[src/rtl/instr_loader.sv]
// instr_loader: packs a host byte stream into 32-bit LE words and
// issues each with a one-cycle load strobe at consecutive addresses.
// Ports: sclk/reset (async, active-low); start, base_addr, word_count
// open a session; in_valid/in_data/in_ready is the byte channel;
// load/addr/instr drive the cores; busy, done, err report status.
// Option: define LOADER_CHECKSUM_EN to append a 4-byte XOR checksum
// after the last word and flag a mismatch on err.
module instr_loader #(
  parameter int ADDR_STEP = 4,
  parameter int COUNT_W   = 16
) (
  input  logic               sclk,
  input  logic               reset,
  input  logic               start,
  input  logic [31:0]        base_addr,
  input  logic [COUNT_W-1:0] word_count,
  input  logic               in_valid,
  input  logic [7:0]         in_data,
  output logic               in_ready,
  output logic               load,
  output logic [31:0]        addr,
  output logic [31:0]        instr,
  output logic               busy,
  output logic               done,
  output logic               err
);

`ifdef LOADER_CHECKSUM_EN
  typedef enum logic [2:0] {
    IDLE, COLLECT, ISSUE, DONE, CHECK
  } state_t;
`else
  typedef enum logic [1:0] {
    IDLE, COLLECT, ISSUE, DONE
  } state_t;
`endif

  state_t             state;
  logic [1:0]         bidx;
  logic [COUNT_W-1:0] remaining;
  logic [31:0]        cur_addr;
  logic [31:0]        word;
  logic [31:0]        packed_w;
  logic               take;

`ifdef LOADER_CHECKSUM_EN
  logic [31:0]        acc;
  logic               err_q;
  assign err = err_q;
`else
  assign err = 1'b0;
`endif

  assign take = in_valid & in_ready;

  // Partial word with the incoming byte dropped into lane bidx.
  always_comb begin
    packed_w = word;
    packed_w[{bidx, 3'b000} +: 8] = in_data;
  end

  always_ff @(posedge sclk or negedge reset) begin
    if (!reset) begin
      state     <= IDLE;
      bidx      <= 2'd0;
      remaining <= '0;
      cur_addr  <= 32'd0;
      word      <= 32'd0;
      in_ready  <= 1'b0;
      load      <= 1'b0;
      addr      <= 32'd0;
      instr     <= 32'd0;
      busy      <= 1'b0;
      done      <= 1'b0;
`ifdef LOADER_CHECKSUM_EN
      acc       <= 32'd0;
      err_q     <= 1'b0;
`endif
    end else begin
      load <= 1'b0;
      done <= 1'b0;
      unique case (state)
        IDLE: begin
          if (start) begin
            if (word_count != '0) begin
              cur_addr  <= base_addr;
              remaining <= word_count;
              bidx      <= 2'd0;
              word      <= 32'd0;
              busy      <= 1'b1;
              in_ready  <= 1'b1;
              state     <= COLLECT;
`ifdef LOADER_CHECKSUM_EN
              acc       <= 32'd0;
              err_q     <= 1'b0;
`endif
            end else begin
              done <= 1'b1;
            end
          end
        end
        COLLECT: begin
          if (take) begin
            word <= packed_w;
            bidx <= bidx + 2'd1;
            if (bidx == 2'd3) begin
              in_ready <= 1'b0;
              load     <= 1'b1;
              addr     <= cur_addr;
              instr    <= packed_w;
              state    <= ISSUE;
`ifdef LOADER_CHECKSUM_EN
              acc      <= acc ^ packed_w;
`endif
            end
          end
        end
        ISSUE: begin
          cur_addr  <= cur_addr + 32'(ADDR_STEP);
          remaining <= remaining - COUNT_W'(1);
          if (remaining == COUNT_W'(1)) begin
`ifdef LOADER_CHECKSUM_EN
            in_ready <= 1'b1;
            state    <= CHECK;
`else
            busy     <= 1'b0;
            done     <= 1'b1;
            state    <= DONE;
`endif
          end else begin
            in_ready <= 1'b1;
            state    <= COLLECT;
          end
        end
`ifdef LOADER_CHECKSUM_EN
        CHECK: begin
          // Trailing checksum word is compared, never issued.
          if (take) begin
            word <= packed_w;
            bidx <= bidx + 2'd1;
            if (bidx == 2'd3) begin
              in_ready <= 1'b0;
              busy     <= 1'b0;
              done     <= 1'b1;
              err_q    <= (packed_w != acc);
              state    <= DONE;
            end
          end
        end
`endif
        DONE: begin
          state <= IDLE;
        end
        default: begin
          state <= IDLE;
        end
      endcase
    end
  end

endmodule

[config.mk]
export PLATFORM = sky130hd
export DESIGN_NAME = instr_loader
export DESIGN_NICKNAME = d
export VERILOG_FILES = /design/src/rtl/instr_loader.sv
export SDC_FILE = /design/constraint.sdc
export NUM_CORES = 1
export LEC_CHECK = 0
export ABC_CLOCK_PERIOD_IN_PS = 2700
export BUFFER_PORTS_ARGS = -buffer_cell sky130_fd_sc_hd__clkbuf_2
export CAP_MARGIN = 25
export CORE_MARGIN = 2
export CORE_UTILIZATION = 30
export DETAILED_ROUTE_END_ITERATION = 6
export GPL_TIMING_DRIVEN = 1
export PLACE_DENSITY = 0.47
export SETUP_SLACK_MARGIN = 0.4
export SYNTH_ARGS = -nofsm -noshare
export SYNTH_HDL_FRONTEND = slang
export SYNTH_SLANG_ARGS = --single-unit
[constraint.sdc]
create_clock -name sclk -period 2.7 [get_ports sclk]
set_input_delay 0.54 -clock sclk [delete_from_list [all_inputs] [get_ports sclk]]
set_output_delay 0.54 -clock sclk [all_outputs]
set_load 0.01 [all_outputs]
==> run metrics <==
status finished, final reports clean; Most Frequent Cell on Critical Path o21ai_1; Leak 4.04 nW; DRT iter0 DRCs roughly 360; Req. time, crit path 3.01 ns; Slew Viols, Final 0; final worst slack 0.593 ns; slowest cell delay on critical path 0.54 ns; synthesized area between 7000 and 8000 µm²; Slowest-stage cell, CP or3b_2; Post-DP HPWL approximately 15,000 µm; placed instance area approximately 8500 µm²; syn_nets 826; asr flop ratio synth 100%; Post-synth EDFFs 0; Warnings, synthesis 0; Setup CP Type reg -> reg; Avg Cell Area, Syn between 9 and 10 µm²; first-pass GRT wire length 33,400 µm; Hold WC Path Type in -> async; final hold viol count 0; library cells used by synthesis slightly below 60; top cells by area, synth dfrtp_1, a21oi_1, nand2_1; share of the synthesized area in the top cell type roughly 50%; unrepaired setup endpoints after global routing no; Port Buffers ~130; layout cells sized above 1 approximately 24%; post-layout util roughly 37%; Synth Register Bits approximately 150; area leader, netlist dfrtp_1; fin crit period around 2.1 ns; die area 25,900 µm²; RePlAce Congestion between 0.7 and 0.8; final critical-path share of the clock period between 70% and 80%; max-cap violation count 0; setup violators final 0; synthesis-to-layout area growth 22.3%; cell area after layout 9030 µm²; vias per cell ~5.0; H-tree depth 4; DR vias approximately 6,000; initial antenna violation count 0; Initial Util between 30 and 40%; Final ANT Viol Nets 0; dpl ws between 0.4 and 0.5 ns; DRC viols 0; Nets 944; WP buf/inv 1; Root Driver clkbuf_16; vias in the first global route between 5,000 and 6,000; grt ovf 0; most frequent cells after synthesis dfrtp_1, a21oi_1, nand2_1; crit path launch type flop; crit-path max FO 6; Max VDD drop slightly above 0.5 mV; CTS Buf Count 17; WL/cell around 17 µm; pwr/cell area approximately 1000 nW/µm²; clk buf depth 2; skew final around 0.0095 ns; chip height 161 µm; relative slew slack between 50% and 60%; Final Hold Slack 0.0554 ns; Routed WL between 20,000 and 25,000 µm; most common cell in the netlist dfrtp_1; register area share after synthesis between 50% and 60%; crit-path cells inv_1 -> ha_1 -> or3b_2 -> or2_1 -> o31a_1 -> o21ai_1 -> o21ai_1; Max Fclk roughly 470 MHz; TNS Setup 0 ns; Most used DFF post-synth dfrtp_1; # IOs around 130; worst slew pin tran 0.617 ns; clock latency on the worst-skew pair about 0.42 ns; Setup Fix Bufs, Post-CTS 0; die width between 150 and 200 µm; clock slew at reported path FFs 0.07 ns; pin count of the biggest net entering global routing 59; Tot GR Track Use between 10% and 20%; first-pass iteration count of the detailed router 5; Top Family by Delay on Critical Path simple AND/OR/NAND/NOR gates; Core Area 24,200 µm²; n_diodes 0; Post-Syn Instances approximately 760; clock tree from TritonCTS built; row count 57; Critical Path End Type flop; Clock Sinks roughly 150; CP Data Arrival Time about 2.4 ns
[path summary, 6_finish.rpt]
check	startpoint	endpoint	slack (ns)	cells after the start
setup / recovery	remaining[0]	remaining[10]	0.59	7
hold / removal	reset	word[27]	0.06	1
setup reg to reg	remaining[0]	remaining[10]	0.59	7
hold reg to reg	cur_addr[1]	addr[1]	0.46	2
max in group asynchronous	reset	cur_addr[7]	1.85	2
min in group sclk	base_addr[1]	cur_addr[1]	0.33	2
[repair_timing]
| action | in CTS | in global routing |
|---|---|---|
| endpoints found under the setup margin | 0 | 25 |
| gates resized for setup | 0 | 3 |
| endpoints found under the hold margin | 0 | 0 |
| hold buffers | 0 | 0 |
[routing by layer]
| layer | vias up | track usage, % | part of all wire [%] |
|---|---|---|---|
| li1 | 2989 | - | - |
| met1 | 2957 | 23.8 | 49 |
| met2 | 131 | 25.1 | 46 |
| met3 | 11 | 2.94 | 4.0 |
| met4 | 0 | 4.55 | 1.0 |
| met5 | - | 0 | 0 |
[per-stage QoR]
stage          power [W]  cells
2_1_floorplan    0.00550    757
3_3_place_gp     0.00668   1180
3_5_place_dp     0.00670   1180
4_1_cts          0.00906   1212
5_1_grt          0.00959   1212
6_report         0.00893   1212
[cell families (layout without fill, tap and decap cells)]
family | after synthesis | count (layout) | share of synthesized area, %
AO/OA/AOI/OAI | 252 | 252 | 20.9
AND/OR/NAND/NOR | 251 | 251 | 17.8
flip-flops | 152 | 152 | 51.5
buffers and inverters | 62 | 193 | 3.74
multiplexers | 29 | 29 | 4.41
adder cells (fa/ha/maj) | 9 | 9 | 1.52
other | 1 | 1 | 0.0508
XOR/XNOR | 1 | 1 | 0.119
[placed cells by master (no fill, tap or decap), types with 20 or more instances in the layout]
cell type	instances
dfrtp_1	152
clkbuf_2	126
nand3_1	26
nor2b_1	33
o21ai_1	30
nand2_1	77
buf_4	20
a21oi_1	80
nor2_1	40
a22o_1	33
o21ai_0	49
[worst register-to-register path: cells and delay by family, from the launching register on]
| kind | cells | cell delay [ns] |
|---|---|---|
| AND/OR/NAND/NOR | 2 | 0.82 |
| flip-flops | 1 | 0.44 |
| AO/OA/AOI/OAI | 3 | 0.43 |
| adder cells (fa/ha/maj) | 1 | 0.20 |
| buffers and inverters | 1 | 0.10 |
[registers in the layout, summed over array words and instances (netlist names)]
name       flops
bidx           2
remaining     16
word          32
instr         32
load           1
cur_addr      32
busy           1
in_ready       1
done           1
state          2
addr          32
[final cells by class]
type	count	area, µm²
inverters	10	37.5
flip-flops and latches	152	3800
multi-input cells	543	3350
fillers	2557	15200
well taps	324	405
repair buffers	151	872
clock buffers	17	425
clock inverters	15	139
[power by group]
| group | switching [W] | internal (W) | total, W |
|---|---|---|---|
| combinational | 0.00161 | 0.00120 | 0.00282 |
| clock | 0.00103 | 0.00129 | 0.00231 |
| sequential | 0.000723 | 0.00308 | 0.00380 |
| total | 0.00336 | 0.00557 | 0.00893 |
(Power assumes the default switching activity.)
